===== config.mk =====
export PLATFORM = sky130hd
export DESIGN_NAME = sseg_capture
export DESIGN_NICKNAME = d
export VERILOG_FILES = /design/src/rtl/sseg_pkg.sv /design/src/rtl/sseg_hex_decode.sv /design/src/rtl/sseg_capture.sv
export SDC_FILE = /design/constraint.sdc
export NUM_CORES = 1
export LEC_CHECK = 0
export CAP_MARGIN = 20
export CORE_ASPECT_RATIO = 1.75
export CORE_MARGIN = 8
export CORE_UTILIZATION = 30
export DETAILED_ROUTE_END_ITERATION = 10
export PLACE_DENSITY = 0.49
export SYNTH_ARGS = -nofsm -noshare
export SYNTH_HDL_FRONTEND = slang
export SYNTH_SLANG_ARGS = --single-unit

===== constraint.sdc =====
create_clock -name clk -period 9.73 [get_ports clk]
set_input_delay 1.946 -clock clk [delete_from_list [all_inputs] [get_ports clk]]
set_output_delay 1.946 -clock clk [all_outputs]
set_load 0.03 [all_outputs]

===== src/rtl/sseg_pkg.sv =====
// Shared constants and types for the seven-segment bus capture block.
// Latency: n/a (constants and types only).
// Backpressure: n/a.
package sseg_pkg;

    localparam int NUM_DIGITS = 8;

    // All segments off, dp off (active-low bus).
    localparam logic [7:0] SSEG_BLANK = 8'hFF;

    // Active-low {g,f,e,d,c,b,a} glyphs for hex digits 0-9, A, b, C, d, E, F.
    localparam logic [6:0] HEX_GLYPH [16] = '{
        7'b1000000, // 0
        7'b1111001, // 1
        7'b0100100, // 2
        7'b0110000, // 3
        7'b0011001, // 4
        7'b0010010, // 5
        7'b0000010, // 6
        7'b1111000, // 7
        7'b0000000, // 8
        7'b0010000, // 9
        7'b0001000, // A
        7'b0000011, // b
        7'b1000110, // C
        7'b0100001, // d
        7'b0000110, // E
        7'b0001110  // F
    };

    // Classification of the registered digit-enable vector.
    typedef enum logic [1:0] {
        STROBE_BLANK,
        STROBE_LEGAL,
        STROBE_ILLEGAL
    } strobe_t;

endpackage


===== src/rtl/sseg_hex_decode.sv =====
// Maps a 7-bit active-low segment image back to a hex nibble.
// Latency: combinational.
// Backpressure: none; pure function of the input pattern.
module sseg_hex_decode
    import sseg_pkg::*;
(
    input  logic [6:0] pattern,
    output logic       ok,
    output logic [3:0] nibble
);

    // Glyphs are all distinct, so at most one entry can match.
    always_comb begin
        ok     = 1'b0;
        nibble = 4'h0;
        for (int k = 0; k < 16; k++) begin
            if (pattern == HEX_GLYPH[k]) begin
                ok     = 1'b1;
                nibble = 4'(k);
            end
        end
    end

endmodule


===== src/rtl/sseg_capture.sv =====
// Passive receiver for the multiplexed seven-segment bus; rebuilds and decodes per-digit images.
// Latency: capture lands STABLE_CYCLES edges after the first edge that samples a new pin value.
// Backpressure: none; it only observes the bus and never stalls the driver.
module sseg_capture
    import sseg_pkg::*;
#(
    parameter int unsigned STABLE_CYCLES = 4,
    parameter logic [7:0]  DIGIT_MASK    = 8'h0F
)
(
    input  logic                      clk,
    input  logic                      rst,
    input  logic [NUM_DIGITS-1:0]     an_in,
    input  logic [7:0]                sseg_in,
    output logic [8*NUM_DIGITS-1:0]   digit_pat,
    output logic [4*NUM_DIGITS-1:0]   hex_val,
    output logic [NUM_DIGITS-1:0]     hex_ok,
    output logic [NUM_DIGITS-1:0]     dp_val,
    output logic                      frame_tick,
    output logic [7:0]                err_cnt
);

    localparam logic [7:0] CNT_MAX  = 8'(STABLE_CYCLES);
    localparam logic [7:0] CNT_QUAL = 8'(STABLE_CYCLES - 1);

    logic [NUM_DIGITS-1:0] an_r;
    logic [7:0]            sseg_r;
    logic [7:0]            cnt;
    logic                  pins_eq;
    logic                  qualify;
    logic [3:0]            low_cnt;
    logic [2:0]            sel;
    strobe_t               strobe;
    logic                  dec_ok;
    logic [3:0]            dec_nib;
    logic [NUM_DIGITS-1:0] seen;
    logic [NUM_DIGITS-1:0] seen_next;
    logic                  frame_done;

    assign pins_eq = ({an_in, sseg_in} == {an_r, sseg_r});
    // The count saturates at CNT_MAX, so CNT_QUAL is passed exactly once per dwell.
    assign qualify = pins_eq && (cnt == CNT_QUAL);

    // Classify the registered strobe and find the selected digit.
    always_comb begin
        low_cnt = 4'd0;
        sel     = 3'd0;
        for (int i = 0; i < NUM_DIGITS; i++) begin
            if (!an_r[i]) begin
                low_cnt = low_cnt + 4'd1;
                sel     = 3'(i);
            end
        end
        if (low_cnt == 4'd0) begin
            strobe = STROBE_BLANK;
        end else if (low_cnt == 4'd1) begin
            strobe = STROBE_LEGAL;
        end else begin
            strobe = STROBE_ILLEGAL;
        end
    end

    // Frame completes when the capture being made fills the last masked digit.
    always_comb begin
        seen_next  = seen | (NUM_DIGITS'(1) << sel);
        frame_done = ((seen_next & DIGIT_MASK) == DIGIT_MASK);
    end

    sseg_hex_decode u_decode (
        .pattern (sseg_r[6:0]),
        .ok      (dec_ok),
        .nibble  (dec_nib)
    );

    // Pin registers and stability counter; any pin change restarts qualification.
    always_ff @(posedge clk or posedge rst) begin
        if (rst) begin
            an_r   <= {NUM_DIGITS{1'b1}};
            sseg_r <= SSEG_BLANK;
            cnt    <= 8'd0;
        end else begin
            an_r   <= an_in;
            sseg_r <= sseg_in;
            if (!pins_eq) begin
                cnt <= 8'd0;
            end else if (cnt < CNT_MAX) begin
                cnt <= cnt + 8'd1;
            end
        end
    end

    // Per-digit banks, frame tracking and illegal-strobe counting on a qualifying edge.
    always_ff @(posedge clk or posedge rst) begin
        if (rst) begin
            digit_pat  <= {NUM_DIGITS{SSEG_BLANK}};
            hex_val    <= '0;
            hex_ok     <= '0;
            dp_val     <= '0;
            frame_tick <= 1'b0;
            err_cnt    <= 8'd0;
            seen       <= '0;
        end else begin
            frame_tick <= 1'b0;
            if (qualify && strobe == STROBE_LEGAL) begin
                digit_pat[{sel, 3'b000} +: 8] <= sseg_r;
                hex_val[{sel, 2'b00} +: 4]    <= dec_nib;
                hex_ok[sel]                   <= dec_ok;
                dp_val[sel]                   <= ~sseg_r[7];
                if (frame_done) begin
                    frame_tick <= 1'b1;
                    seen       <= '0;
                end else begin
                    seen <= seen_next;
                end
            end else if (qualify && strobe == STROBE_ILLEGAL) begin
                if (err_cnt != 8'hFF) begin
                    err_cnt <= err_cnt + 8'd1;
                end
            end
        end
    end

endmodule

# --- After elaboration in Yosys (flattened, before gate mapping) ---
# Index checks and enable logic that the tools add are counted.
# W data, S select, Z words.
word_totals:
  regBits: 153
  latchBits: 0
  ram_bits: 0
  romBits: 0
  in_bits: 18
  output_inout_bits: 121
  wordCells: 121
  n_memories: 0
op_classes:
  n_addsub: 11
  n_mul: 0
  div: 0
  magnitude_cmp: 3
  n_eq_ne: 23
  shift: 5
  muxes: 59
  bitwise: 3
  n_reduce_logical: 7
ops:
  columns: ["cell", "n"]
  rows:
  - ["$bwmux W64", 1]
  - ["$shift A8 B8 Y64 const A", 1]
  - ["$shiftx A8 B8 Y64", 1]
  - ["$mux W4", 15]
  - ["$bwmux W32", 1]
  - ["$shift A4 B7 Y32 const A", 1]
  - ["$shiftx A4 B7 Y32", 1]
  - ["$mux W3", 10]
  - ["$add A4 B1 Y4 const B", 7]
  - ["$eq A7 B7 Y1 const B", 4]
  - ["$mux W8", 3]
  - ["$mux W1", 22]
  - ["$eq A7 B5 Y1 const B", 3]
  - ["$eq A7 B6 Y1 const B", 3]
  - ["$add A8 B1 Y8 const B", 2]
  - ["$bwmux W8", 2]
  - ["$eq A16 B16 Y1", 1]
  - ["$eq A7 B2 Y1 const B", 2]
  - ["$eq A7 B4 Y1 const B", 2]
  - ["$eq A8 B2 Y1 const B", 1]
  - ["$lt A8 B3 Y1 const B", 1]
  - ["$mux W2", 4]
  - ["$ne A8 B8 Y1 const B", 1]
  - ["$neg A6 Y8", 1]
  - ["other kinds (17)", 21]

# --- Depth between registers and ports, before layout ---
# Gate-level depths: netlist of run 1.
depth:
  depth_word: 22
  depth_mapped: 22
  ltp_nobuf: 20

# --- By module ---
# From an unflattened synthesis of run 1, not the netlist that was laid out.
unflattened:
  cells_unflattened: 540
  hier_area_um2: 7108.1
modules_own_cells:
  columns: ["mod", "n_inst", "cells_per_inst", "area_each_um2", "seq_area_each_um2"]
  rows:
  - ["sseg_capture", 1, 485, 6771.5, 3828.7]
  - ["sseg_hex_decode", 1, 55, 336.6, 0.0]

# --- Worst setup path after synthesis of run 1 ---
# OpenSTA, ideal clock, no wires.
synth_path:
  kind: "reg2reg"
  startpoint: "register an_r[0]"
  endpoint: "register digit_pat[3]"
  setup_time_ns: 0.085
  arrival_time_ns: 4.845
  required_time_ns: 9.645
  path_slack_ns: 4.800
  path_stages_with_launch: 23
  n_path_buf: 2
  period_less_slack_ns: 4.930
  cell_sequence: "dfstp_2 -> inv_1 -> ha_1 -> xnor2_1 -> ha_1 -> mux2_2 -> ha_1 -> nand2b_1 -> nand3_1 -> ha_1 -> nor2_1 -> a41oi_1 -> ha_1 -> mux2i_1 -> inv_1 -> ha_1 -> nor2_1 -> a32oi_1 -> nor4b_4 -> buf_6 -> and2_4 -> buf_4 -> mux2_1"
synth_between:
  elab_chain_len: 20
  word_cells_on_any_way: 23
  cone_classes: "add/sub: 7; eq/ne: 3; mux: 10; reduce/logical: 3"
synth_rtl:
  columns: ["element", "line_no", "text"]
  rows:
  - ["from (decl)", "sseg_capture.sv:26", "logic [NUM_DIGITS-1:0] an_r;"]
  - ["from (signal assigned)", "sseg_capture.sv:78", "an_r <= {NUM_DIGITS{1'b1}};"]
  - ["from (signal assigned)", "sseg_capture.sv:82", "an_r <= an_in;"]
  - ["$mux W1", "sseg_capture.sv:49", "if (!an_r[i]) begin"]
  - ["$add A4 B1 Y4", "sseg_capture.sv:50", "low_cnt = low_cnt + 4'd1;"]
  - ["$mux W4", "sseg_capture.sv:49", null]
  - ["$add A4 B1 Y4", "sseg_capture.sv:50", null]
  - ["$mux W4", "sseg_capture.sv:49", null]
  - ["$add A4 B1 Y4", "sseg_capture.sv:50", null]
  - ["$mux W4", "sseg_capture.sv:49", null]
  - ["$add A4 B1 Y4", "sseg_capture.sv:50", null]
  - ["[4 not listed]", null, null]
  - ["$mux W4", "sseg_capture.sv:49", null]
  - ["$add A4 B1 Y4", "sseg_capture.sv:50", null]
  - ["$mux W4", "sseg_capture.sv:49", null]
  - ["$eq A4 B1 Y1", "sseg_capture.sv:56", "end else if (low_cnt == 4'd1) begin"]
  - ["$mux W2", "sseg_capture.sv:56", null]
  - ["$mux W2", "sseg_capture.sv:54", "if (low_cnt == 4'd0) begin"]
  - ["$eq A2 B1 Y1", "sseg_capture.sv:104", "if (qualify && strobe == STROBE_LEGAL) begin"]
  - ["$logic_and A1 B1 Y1 *", "sseg_capture.sv:104", null]
  - ["to (signal assigned)", "sseg_capture.sv:95", "digit_pat <= {NUM_DIGITS{SSEG_BLANK}};"]
  - ["to (signal, indexed assignment)", "sseg_capture.sv:105", "digit_pat[{sel, 3'b000} +: 8] <= sseg_r;"]
  - ["to (decl)", "sseg_capture.sv:15", "output logic [8*NUM_DIGITS-1:0] digit_pat,"]
# Every way passes the cells marked *; elsewhere a longest branch is shown, timed or not.
# A chain may end at the register's enable or synchronous reset.

# --- Worst setup path in the final report of run 1 ---
layout_path:
  startpoint: "register an_r[0]"
  endpoint: "register hex_val[16]"
layout_between:
  elab_chain_len: 20
  word_cells_on_any_way: 23
  cone_classes: "add/sub: 7; eq/ne: 3; mux: 10; reduce/logical: 3"
layout_rtl:
  columns: ["element", "line_no", "text"]
  rows:
  - ["$mux W1", "sseg_capture.sv:49", null]
  - ["$add A4 B1 Y4", "sseg_capture.sv:50", null]
  - ["$mux W4", "sseg_capture.sv:49", null]
  - ["$add A4 B1 Y4", "sseg_capture.sv:50", null]
  - ["$mux W4", "sseg_capture.sv:49", null]
  - ["$add A4 B1 Y4", "sseg_capture.sv:50", null]
  - ["$mux W4", "sseg_capture.sv:49", null]
  - ["$add A4 B1 Y4", "sseg_capture.sv:50", null]
  - ["[4 not listed]", null, null]
  - ["$mux W4", "sseg_capture.sv:49", null]
  - ["$add A4 B1 Y4", "sseg_capture.sv:50", null]
  - ["$mux W4", "sseg_capture.sv:49", null]
  - ["$eq A4 B1 Y1", "sseg_capture.sv:56", null]
  - ["$mux W2", "sseg_capture.sv:56", null]
  - ["$mux W2", "sseg_capture.sv:54", null]
  - ["$eq A2 B1 Y1", "sseg_capture.sv:104", null]
  - ["$logic_and A1 B1 Y1 *", "sseg_capture.sv:104", null]
  - ["to (signal, indexed assignment)", "sseg_capture.sv:106", "hex_val[{sel, 2'b00} +: 4] <= dec_nib;"]
  - ["to (decl)", "sseg_capture.sv:16", "output logic [4*NUM_DIGITS-1:0] hex_val,"]
# Marked as above.

==> summary.txt, run 1 <==
Outcome
  – Status: complete, no violations

Yosys
  – Post-Syn Nets: 617
  – Cell Area, Synth: 7500 µm²
  – Post-Synthesis Cells: 585
  – Ys flop type: dfstp_2
  – Register area share after synthesis: 51.1%
  – Area contributors post-synth: dfstp_2 28%, dfrtp_1 23%, mux2_4 8.0%, mux2_1 5.6%, mux2_2 3.8%
  – Fraction of registers with async set/reset: 100%
  – Most area-hungry cell type in the Yosys netlist: dfstp_2
  – #FFs+latches synth: 149
  – Yosys cell types: 67
  – Mean Syn Cell Area: 12.8 µm²
  – Synth top area share: 28.0%
  – Post-synth EDFFs: 0
  – Ys Warns: 0

Route
  – Routed wire per std cell: 20.0 µm
  – Routed WL: 20600 µm
  – Drt pass-1 iters: 5
  – Via density per instance: 4.84
  – Routed Antenna Nets: 0
  – Starting DRC count in detailed routing: 282
  – Vias: 5009
  – DRC viols: 0

Timing
  – Fmax: 176 MHz
  – Unrepaired setup endpoints after global routing: no
  – Rel. slew slack: 38.0%
  – Tmin final: 5690 ps
  – Max Slew Vio Count: 0
  – Period utilisation layout: 58.5%
  – # setup viols final: 0
  – Worst-Margin Slew: 930 ps
  – Clock skew: 9.41 ps
  – Fin Setup TNS: 0 ps
  – Final Hold Fails: 0

Worst hold path
  – Hold Path Stages: 1
  – End of the worst hold path: cnt[7]
  – Hold Startpoint: cnt[7]
  – HP Class: flop to flop

Global routing
  – Largest net degree at the start of global routing: 79
  – First-pass GRT wire length: 32600 µm
  – Antenna violations before repair: 0
  – Vias in the first global route: 5484
  – Total grt overflow: 0
  – Overall global routing resource usage: 14.2%

Final layout
  – Final nets: 741
  – Share of cells above drive strength 1: 27.1%
  – Area growth, synth to finish: 28.6%
  – Fillers: 2345
  – Diodes inserted: 0

Clock network
  – CTS tree: done
  – Post-CTS Setup Inserts: 0
  – Clock-pin slew of the registers on the worst-case setup and hold paths: 60 ps
  – Clock Sinks: 149
  – Hold-fix buffers at CTS: 0
  – Clock Latency Late Sink: 430 ps
  – Root Driver: clkbuf_16
  – Max Root-Sink Buffers: 2
  – Htree depth: 4
  – Post-CTS sizing: 0
  – CTS buffer count: 17

Setup path
  – Reg2reg end: hex_val[16]
  – R2r setup slk: 4040 ps
  – R2r worst-path depth: 21
  – Crit. Startpoint: an_r[0]
  – Crit start category: flop
  – Crit Path Category: flop to flop
  – Max FO, Critical Path: 20
  – Reg-to-reg critical path startpoint: an_r[0]
  – WP data arrival: 6000 ps
  – Crit. End Element: flop
  – Required time of the critical path: 10040 ps

Floorplan
  – Die X-Extent: 135 µm
  – IO Count: 139
  – Starting density of the core: 30.4%
  – Core area: 24600 µm²
  – DIE HEIGHT: 225 µm
  – FP Rows: 76
  – Die Area: 30500 µm²

Pwr
  – Peak VDD IR: 0.0000917 V
  – Leakage: 4.28 nW
  – Overall Power: 0.00140 W
  – Power Density: 146 nW/µm²

Placed design
  – PortBufs: 138
  – Hpwl dp: 15400 µm
  – GP Congestion: 0.789

Flow run
  – Max Cap Viol: 0
==> layout make-up <==
class                      count  area (µm²)  share of cell area (%)
clock buffer                  20         447                    4.63
multi-input combinational    378        3380                    35.1
timing repair buffer         140        1400                    14.5
inverter                      23        91.3                   0.948
sequential                   149        3830                    39.7
clock inverter                12         104                    1.08
tap                          312         390                    4.05
==> routing by layer <==
metal	routed length (µm)	track usage, %
met1	7810	14.6
met2	11500	26.4
met3	937	3.62
met4	358	5.72
met5	0	0
==> cell usage after synthesis, drive strengths merged, types with 7 or more instances <==
cell,instances
nor3,16
ha,14
dfstp,80
nand3,13
xnor2,27
and3,22
o21ai,7
nor2,21
mux2i,14
and2,17
mux2,102
a21oi,13
clkbuf,19
dfrtp,69
nand4,14
nand2,18
nand2b,8
buf,16
inv,23
nor2b,12
==> logic make-up after synthesis <==
group           count (synthesis)  synth area share [%]
compound gates                 45                  3.91
fa+ha+maj                      14                  2.34
mux                           116                  19.2
buf+inv                        58                  3.82
xor+xnor                       36                  4.91
simple gates                  167                  14.8
flops                         149                  51.1
==> worst max path at each step <==
stage                             end
final                     hex_val[16]
after global routing      hex_val[17]
after CTS                 hex_val[17]
after detailed placement  hex_val[17]
after global placement    hex_val[19]
after floorplan                cnt[0]
==> cells in the final DEF (no fill, tap or decap), drive strengths merged, types with 14 or more instances in the layout <==
master,n
clkdlybuf4s50,138
mux2,102
dfstp,80
dfrtp,69
xnor2,27
inv,25
and3,22
nor2,21
clkbuf,20
nand2,18
and2,17
nor3,16
mux2i,14
ha,14
nand4,14
==> power by group <==
group	switching, W	total (W)	internal [W]
Combinational	0.0000809	0.000138	0.0000566
Sequential	0.0000154	0.000643	0.000628
Clock	0.000265	0.000622	0.000357
Total	0.000361	0.00140	0.00104
==> flip-flops by register name, indices dropped and copies added, names as in the netlist <==
name and cells:
digit_pat 64, hex_val 32, an_r 8, cnt 8, dp_val 8, err_cnt 8
hex_ok 8, sseg_r 8, seen 4, frame_tick 1
==> per-stage QoR <==
step / setup WS (ps) / hold WS, ps / utilization (%) / cells / instance area (µm²)
after floorplan: 3910 / 444 / - / 585 / 7500
after global placement: 4250 / 464 / 36.9 / 1002 / 9090
after detailed placement: 4030 / 469 / 36.9 / 1002 / 9090
after CTS: 4020 / 483 / 39.1 / 1034 / 9640
after global routing: 3590 / 513 / 39.1 / 1034 / 9640
final: 4040 / 479 / 39.1 / 1034 / 9640
==> worst max-delay path: stages, from the launching register on <==
cell and delay [ps]:
dfstp_2 550, inv_1 50, ha_1 350, xnor2_1 160, ha_1 330, mux2_2 270
ha_1 290, nand2b_1 100, nand3_1 80, ha_1 290, nor2_1 40, a41oi_1 320
ha_1 300, mux2i_1 260, inv_1 80, ha_1 270, nor2_1 90, a32oi_1 120
nor4b_4 300, buf_4 330, nand4_2 500, mux2_4 480
Note: power is estimated with default switching activity, not from simulation.
==> run 2, diff against run 1 <==
- clock period: 9.73 -> 5.95 ns (I/O delays scaled with it)
==> summary.txt, run 2 (synthesis gave the netlist of run 1 again) <==
Setup path
  – Reg-to-reg critical path startpoint: an_r[0]
  – CP Cell Sequence: inv_1 -> ha_1 -> xnor2_1 -> ha_1 -> mux2_2 -> ha_1 -> nand2b_1 -> nand3_1 -> ha_1 -> nor2_1 -> a41oi_1 -> ha_1 -> mux2i_1 -> inv_1 -> ha_1 -> xor2_1 -> a32oi_1 -> nor4b_4 -> buf_12 -> nand4_4 -> mux2_4
  – Slowest library cell on the worst path: dfstp_2
  – WP data arrival: 5790 ps
  – R2r setup slk: 470 ps
  – Max FO, Critical Path: 20
  – Crit start category: flop
  – R2r worst-path depth: 21
  – Crit Path Category: flop to flop
  – Required time of the critical path: 6260 ps
  – Slowest stage delay, CP: 550 ps
  – Reg2reg end: hex_val[8]
  – Crit. End Element: flop
  – Most frequent cell on the critical path: ha_1

Floorplan
  – Die Area: 30500 µm²
  – Core area: 24600 µm²
  – DIE HEIGHT: 225 µm
  – IO Count: 139
  – FP Rows: 76
  – Starting density of the core: 30.4%
  – Die X-Extent: 135 µm

Clock network
  – Hold-fix buffers at CTS: 0
  – CTS tree: done
  – Root Driver: clkbuf_16
  – Post-CTS Setup Inserts: 0
  – Max Root-Sink Buffers: 2
  – Clock-pin slew of the registers on the worst-case setup and hold paths: 60 ps
  – Clock Sinks: 149
  – Clock Latency Late Sink: 430 ps
  – Post-CTS sizing: 0
  – Htree depth: 4
  – CTS buffer count: 17

Timing
  – Fin Setup TNS: 0 ps
  – # setup viols final: 0
  – Tmin final: 5480 ps
  – Clock skew: 10.7 ps
  – Rel. slew slack: 37.8%
  – Max Slew Vio Count: 0
  – Worst-Margin Slew: 932 ps
  – Period utilisation layout: 92.1%
  – Final Hold Fails: 0
  – Fmax: 182 MHz
  – Unrepaired setup endpoints after global routing: no
  – Setup WS post-layout: 469 ps

Route
  – Drt pass-1 iters: 4
  – Starting DRC count in detailed routing: 215
  – DRC viols: 0
  – Routed Antenna Nets: 0
  – Routed WL: 20600 µm
  – Via density per instance: 4.82
  – Routed wire per std cell: 19.9 µm
  – Vias: 4984

Pwr
  – Peak VDD IR: 0.000171 V
  – Power Density: 254 nW/µm²
  – Leakage: 4.34 nW

Worst hold path
  – End of the worst hold path: cnt[7]
  – Hold Startpoint: cnt[7]
  – Hold Path Stages: 1
  – HP Class: flop to flop

Final layout
  – Commonest cells after routing, fill and taps aside: 138 x clkdlybuf4s50_1, 80 x dfstp_2, 69 x dfrtp_1
  – Largest Register: digit_pat
  – Max reg flops: 64
  – Most common cell after layout, fill and taps aside: clkdlybuf4s50_1
  – Final nets: 741
  – Diodes inserted: 0
  – Leading registers by flop count: digit_pat: 64 flops, hex_val: 32 flops
  – Final Core Density: 39.7%
  – Share of cells above drive strength 1: 27.0%
  – Area growth, synth to finish: 30.3%

Placed design
  – PortBufs: 138
  – Dpl ws: 315 ps
  – Hpwl dp: 15400 µm
  – GP Congestion: 0.801

Global routing
  – Largest net degree at the start of global routing: 103
  – Antenna violations before repair: 0
  – Overall global routing resource usage: 13.8%
  – Total grt overflow: 0
  – Vias in the first global route: 5496
  – First-pass GRT wire length: 32200 µm

Flow run
  – Max Cap Viol: 0

Outcome
  – Status: complete, no violations
==> run 2: cell count changes in the layout (fill, tap and decap cells not counted), sizes merged <==
cell,delta
inv,-1
clkinvlp,-4
clkinv,-3
clkbuf,+4
bufinv,+4
==> run 2: critical path, delay by kind of cell (launching register included) <==
family	cells	cell delay (ps)
multiplexers	3	1000
flip-flops	1	550
AND/OR/NAND/NOR	5	930
adder cells (fa/ha/maj)	6	1750
XOR/XNOR	2	340
AO/OA/AOI/OAI	2	450
buffers and inverters	3	350
==> run 2: area by class of cell <==
type,count,area [µm²]
Tap cell,312,390
Fill cell,2279,14900
Inverter,23,91.3
Clock buffer,24,492
Multi-Input combinational cell,378,3390
Sequential cell,149,3830
Clock inverter,8,169
Timing Repair Buffer,140,1410
==> run 2: per-layer routing <==
layer | global-route usage, % | up-vias | share of wire [%]
met5 | 0 | - | 0
met1 | 14.1 | 2557 | 37
met3 | 3.26 | 16 | 4.6
met4 | 4.68 | 0 | 1.2
met2 | 26.4 | 97 | 57
li1 | - | 2314 | -
==> run 2: power by group <==
group / total (W) / internal, W / switching [W]
Sequential: 0.00105 / 0.00103 / 0.0000253
Combinational: 0.000229 / 0.0000927 / 0.000137
Clock: 0.00120 / 0.000790 / 0.000414
==> run 2: worst max-delay path by stage <==
stage                  from          end  cells after the start
finish              an_r[0]   hex_val[8]                     21
global route        an_r[1]   hex_val[9]                     21
CTS                 an_r[1]  hex_val[16]                     21
detailed placement  an_r[0]  hex_val[16]                     21
global placement    an_r[0]  hex_val[19]                     21
floorplan               rst       cnt[0]                      1
==> run 2: per-stage QoR <==
stage / hold slack (ps) / cells / power (W) / cell area (µm²)
2_1_floorplan: 444 / 585 / 0.00123 / 7500
4_1_cts: 481 / 1034 / 0.00251 / 9760
6_report: 479 / 1034 / 0.00248 / 9770
3_5_place_dp: 466 / 1002 / 0.00130 / 9100
5_1_grt: 512 / 1034 / 0.00259 / 9770
3_3_place_gp: 460 / 1002 / 0.00129 / 9100
==> run 3, diff against run 2 <==
- CTS_CLUSTER_DIAMETER: default -> 80
==> results of run 3 <==
Final layout, timing and power as in run 2 (identical DEF).
